### config.mk
export PLATFORM = sky130hd
export DESIGN_NAME = stopwatch_ctrl
export DESIGN_NICKNAME = d
export VERILOG_FILES = /design/src/rtl/stopwatch_ctrl.sv
export SDC_FILE = /design/constraint.sdc
export NUM_CORES = 1
export LEC_CHECK = 0
export ABC_CLOCK_PERIOD_IN_PS = 3100
export BUFFER_PORTS_ARGS = -buffer_cell sky130_fd_sc_hd__buf_2
export CORE_ASPECT_RATIO = 1.25
export CORE_MARGIN = 3
export CORE_UTILIZATION = 30
export CTS_BUF_LIST = sky130_fd_sc_hd__clkbuf_16
export CTS_CLUSTER_DIAMETER = 120
export DETAILED_ROUTE_END_ITERATION = 10
export GPL_TIMING_DRIVEN = 0
export SYNTH_ARGS = -nofsm -noshare
export SYNTH_HDL_FRONTEND = slang
export SYNTH_SLANG_ARGS = --single-unit
### constraint.sdc
create_clock -name clk_100MHz -period 3.1 [get_ports clk_100MHz]
set_input_delay 0.62 -clock clk_100MHz [delete_from_list [all_inputs] [get_ports clk_100MHz]]
set_output_delay 0.62 -clock clk_100MHz [all_outputs]
set_load 0.05 [all_outputs]
### src/rtl/stopwatch_ctrl.sv
// rtl/stopwatch_ctrl.sv - button debounce, run/clear FSM and lap display hold for the stopwatch
//
// Purpose:
//   Synchronises and debounces the start/stop, lap and clear buttons, turns each
//   debounced rising edge into a one-cycle press pulse, and runs the
//   IDLE/RUNNING/PAUSED/LAP state machine that drives the BCD counter's count
//   enable and clear. In LAP the display digits are frozen while the counter
//   keeps running.
//
// Optional feature:
//   STOPWATCH_AUTO_STOP_EN - when defined, reaching 999.9 in RUNNING or LAP
//   forces PAUSED instead of letting the counter wrap.
//
// Ports:
//   clk_100MHz                 system clock
//   reset                      asynchronous active-high reset
//   btn_start/btn_lap/btn_clear raw pushbuttons, asynchronous, active-high
//   tenth_in..hundred_in       live BCD digits from the counter
//   run                        counter enable (RUNNING or LAP)
//   clr                        one-cycle counter clear pulse
//   lap_active                 high while the display is frozen
//   tenth_out..hundred_out     BCD digits to the 7-segment controller

module stopwatch_ctrl #(
  parameter int DEBOUNCE_CYCLES = 1000000,
  parameter int CNT_W           = 20
) (
  input  logic       clk_100MHz,
  input  logic       reset,
  input  logic       btn_start,
  input  logic       btn_lap,
  input  logic       btn_clear,
  input  logic [3:0] tenth_in,
  input  logic [3:0] ones_in,
  input  logic [3:0] tens_in,
  input  logic [3:0] hundred_in,
  output logic       run,
  output logic       clr,
  output logic       lap_active,
  output logic [3:0] tenth_out,
  output logic [3:0] ones_out,
  output logic [3:0] tens_out,
  output logic [3:0] hundred_out
);

  typedef enum logic [1:0] {IDLE, RUNNING, PAUSED, LAP} state_t;

  localparam logic [CNT_W-1:0] CNT_LAST = CNT_W'(DEBOUNCE_CYCLES - 1);

  // Bit order for all button vectors: [0]=start, [1]=lap, [2]=clear.
  logic [2:0]       raw;
  logic [2:0]       sync1, sync2;
  logic [2:0]       deb, deb_prev;
  logic [2:0]       armed;
  logic [2:0]       press;
  logic [1:0]       vld;
  logic [CNT_W-1:0] cnt [3];

  assign raw = {btn_clear, btn_lap, btn_start};

  // vld marks when sync2 holds a real sample after reset. A button only becomes
  // armed once it has been seen released, so a button held through reset
  // cannot produce a press until it is let go and pressed again.
  always_ff @(posedge clk_100MHz or posedge reset) begin
    if (reset) begin
      sync1    <= '0;
      sync2    <= '0;
      deb      <= '0;
      deb_prev <= '0;
      armed    <= '0;
      press    <= '0;
      vld      <= '0;
      for (int i = 0; i < 3; i++) cnt[i] <= '0;
    end else begin
      sync1    <= raw;
      sync2    <= sync1;
      vld      <= {vld[0], 1'b1};
      deb_prev <= deb;
      armed    <= armed | ({3{vld[1]}} & ~sync2);
      press    <= deb & ~deb_prev & armed;
      for (int i = 0; i < 3; i++) begin
        if (sync2[i] == deb[i]) begin
          cnt[i] <= '0;
        end else if (cnt[i] == CNT_LAST) begin
          deb[i] <= sync2[i];
          cnt[i] <= '0;
        end else begin
          cnt[i] <= cnt[i] + 1'b1;
        end
      end
    end
  end

  logic p_start, p_lap, p_clear;
  assign p_start = press[0];
  assign p_lap   = press[1];
  assign p_clear = press[2];

  logic [15:0] live;
  assign live = {hundred_in, tens_in, ones_in, tenth_in};

  state_t state, state_next;
  logic   clr_next;
  logic   auto_stop;

`ifdef STOPWATCH_AUTO_STOP_EN
  assign auto_stop = ((state == RUNNING) || (state == LAP)) && (live == 16'h9999);
`else
  assign auto_stop = 1'b0;
`endif

  // Priority clear > start > lap; a press that is illegal in the current
  // state simply does not match its branch and falls through to the next.
  always_comb begin
    state_next = state;
    clr_next   = 1'b0;
    if (auto_stop) begin
      state_next = PAUSED;
    end else begin
      case (state)
        IDLE: begin
          if (p_clear)      clr_next   = 1'b1;
          else if (p_start) state_next = RUNNING;
        end
        RUNNING: begin
          if (p_start)      state_next = PAUSED;
          else if (p_lap)   state_next = LAP;
        end
        LAP: begin
          if (p_start)      state_next = PAUSED;
          else if (p_lap)   state_next = RUNNING;
        end
        PAUSED: begin
          if (p_clear) begin
            state_next = IDLE;
            clr_next   = 1'b1;
          end else if (p_start) begin
            state_next = RUNNING;
          end
        end
        default: state_next = IDLE;
      endcase
    end
  end

  // The display registers double as the lap hold: they load the live digits on
  // every edge except while staying in LAP, so entering LAP captures *_in on
  // the same edge.
  always_ff @(posedge clk_100MHz or posedge reset) begin
    if (reset) begin
      state       <= IDLE;
      run         <= 1'b0;
      clr         <= 1'b0;
      tenth_out   <= '0;
      ones_out    <= '0;
      tens_out    <= '0;
      hundred_out <= '0;
    end else begin
      state <= state_next;
      run   <= (state_next == RUNNING) || (state_next == LAP);
      clr   <= clr_next;
      if (!((state == LAP) && (state_next == LAP))) begin
        tenth_out   <= tenth_in;
        ones_out    <= ones_in;
        tens_out    <= tens_in;
        hundred_out <= hundred_in;
      end
    end
  end

  assign lap_active = (state == LAP);

endmodule

==> out/metrics.cfg <==
[power]
worst_ir_drop_vdd_mv = 0.226
power.density_cell_area_nw_per_um2 = 499
power.leakage_nw = 2.22
power_mw = 2.59

[finish]
postLayoutCoreUtil = 0.359
layout-drive-gt1-share = 0.205
antenna_cells = 0
nNetsFinal = 478
layout.cells.most_common_list = dfrtp_1 (100), buf_2 (46), nor2_1 (45)
area_growth_syn_to_layout_pct = 16.9
layout_commonest_cell = dfrtp_1
final_instance_count_excl_fillers = 637

[yosys]
yosys.area.top_type_share = 0.564
synthDistinctLibCells = 40
mappedNetlistArea_sq_um = 4440
syn_avg_cell_area_sq_um = 11.0
proportion_of_synthesized_chip_area_in_sequential_cells = 0.564
yosys_warnings = 0
synth_fp_nets = 426
post_synth_inst_count = 402
synth_area_leaders = dfrtp_1 (56%), mux2_2 (5.1%), xor2_1 (4.7%)
yosys_register_bits = 100
cell_type_with_the_highest_aggregate_area_in_the_netlist = dfrtp_1

[setup_path]
path_max_fanout = 10
critPathKind = reg2reg
critPathSlowestCell = dfrtp_1
worst_setup_path_end_kind = flip-flop
worstPathCellList = nor4b_1 -> nand4_1 -> o21ai_0 -> clkbuf_1 -> nor2_1
critPathArrivalTime_ns = 2.24
timing.critical_path.from_type = flip-flop
cpPeakStageDelay_ns = 0.47
worstPathRequired_ns = 3.31

[clock_network]
cts_tree = built
cts.root.buffer_cell = clkbuf_16
clkSlewWorstSetupHoldPaths_ns = 0.07
cts-buffers-inserted = 9
cts_hold_buf = 0
cts.htree.levels = 3
setup_buffers_after_cts = 0
clkLatencyLatePin_ns = 0.34
cts.path.max_buffers = 2
cts_sinks = 100
cts-resized-gates = 0

[min_path]
worst_hold_path_type = in2async

[sta]
min_period_ns = 2.03
timing.final.hold_violations = 0
setup_violations = 0
worst_slew_margin_rel = 0.633
tightestPinTransition_ns = 0.550
timing.clock.skew_ns = 0.00592
unrepaired_setup_endpoints_after_global_routing = false
post-route-period-util = 0.654
fin_setup_tns_ns = 0
fmax_ghz = 0.493
drv_slew = 0

[place]
hpwlAfterDp_mm = 5.84
gp_routability_congestion = 0.797
dp.cells = 621
io_buffers = 39

[die]
starting_density_of_the_core = 0.307
io_pins = 40
fp-row-count = 49
fp.dieArea_sq_um = 16300
coreArea_sq_um = 14500
fp.dieH_um = 142
fp.dieW_um = 115

[global_route]
grt_pass1_vias = 3212
globalRouteTotalUtil = 0.110
grt_start_max_net_pins = 42
grt.overflow.total = 0
first_pass_grt_wire_length_mm = 14.7
antenna_violations_before_repair = 0

[drt]
initialDrtViolationCount = 125
drt_drc_violations_left = 0
dr_total_vias = 3086
drt.antenna.violating_nets = 0
detailed_routing_iteration_count_for_the_pre_antenna_repair_pass = 4
post_drt_via_cell_ratio = 4.84
drt-wirelength-per-cell_um = 12.9
drt_wl_total_mm = 8.21

[flow_run]
maxCapViolations = 0

[run_status]
outcome = finished, final reports clean

-- metrics by stage --
stage	worst slack (ns)	hold WS [ns]	area [sq um]
after detailed placement	1.09	0.335	4900
after global routing	0.899	0.353	5190
after CTS	1.07	0.332	5190
after global placement	0.642	0.332	4860
final	1.07	0.323	5190
after floorplan	1.29	0.331	4440
-- worst max-delay path: cells and delay by family, from the launching register on --
family / cells / cell delay [ns]
AND/OR/NAND/NOR: 3 / 0.77
buffers and inverters: 1 / 0.41
AO/OA/AOI/OAI: 1 / 0.25
flip-flops: 1 / 0.47
-- power by group --
group / switching (mW) / total, mW / leakage, nW / internal (mW)
Clock: 0.476 / 1.10 / 0.145 / 0.623
Sequential: 0.0172 / 1.35 / 1.32 / 1.33
Combinational: 0.0999 / 0.142 / 0.753 / 0.0420
Total: 0.593 / 2.59 / 2.22 / 1.99
-- state kept, by name (all words and copies together), names as in the netlist, 3 cells and up --
| signal | cells |
|---|---|
| cnt | 60 |
| hundred_out | 4 |
| sync2 | 3 |
| deb | 3 |
| ones_out | 4 |
| tens_out | 4 |
| armed | 3 |
| tenth_out | 4 |
| sync1 | 3 |
| deb_prev | 3 |
| press | 3 |
-- metal layers --
layer,vias to the layer above,GRT usage,share of wire
met5,-,0,0
met4,0,0.0426,0.016
met3,11,0.0289,0.031
met2,38,0.186,0.49
met1,1526,0.134,0.46
li1,1511,-,-
-- logic make-up (layout without fill, tap and decap cells) --
family                     count (synthesis)  in the layout  synth area share
and+or+nand+nor                          165            165             0.208
DFF                                      100            100             0.564
AOI/OAI and AO/OA                         44             44            0.0615
xor gates and xnor gates                  40             40            0.0789
buffers and inverters                     29             86            0.0282
muxes                                     20             20            0.0507
adders and majority gates                  3              3           0.00846
other                                      1              1          0.000845
-- Yosys cell counts --
cell type / count
nand4_1: 17
a21oi_2: 3
buf_6: 1
ha_1: 3
buf_2: 7
xor2_1: 24
inv_1: 14
a21oi_1: 14
or4_1: 6
nand4b_1: 1
o21ai_0: 11
or2_2: 2
or3b_1: 1
and3b_1: 3
and2_1: 5
or2_1: 1
nor3_1: 8
a21o_1: 3
nor4bb_1: 1
or4b_1: 2
o31ai_1: 12
mux2_2: 20
and3_1: 6
nor4b_1: 4
or2_0: 1
nor2_1: 45
nand3_2: 1
and4_1: 5
dfrtp_1: 100
clkbuf_1: 7
xnor2_1: 16
or4_4: 3
nand2_1: 17
nand3_1: 19
nor4_1: 6
or3_1: 6
nor2b_1: 4
conb_1: 1
o41ai_1: 1
or3_4: 1
-- worst paths after layout --
kind	cells after the start	endpoint	slack (ns)	startpoint
worst max-delay path	5	cnt[49]	1.07	cnt[55]
worst min-delay path	2	cnt[58]	0.32	reset
worst max register to register	5	cnt[49]	1.07	cnt[55]
worst min register to register	0	vld[1]	0.35	vld[0]
max in group asynchronous	4	cnt[6]	1.93	reset
min in group clk_100MHz	0	vld[1]	0.35	vld[0]
-- cell type report --
type | instances | area [sq um]
Buffer | 15 | 72.6
Clock buffer | 9 | 225
Clock inverter | 7 | 65.1
Fill cell | 1439 | 9280
Inverter | 14 | 56.3
Multi-Input combinational cell | 273 | 1810
Sequential cell | 100 | 2500
Tap cell | 178 | 223
Timing Repair Buffer | 41 | 235
Note: power is estimated with default switching activity, not from simulation.
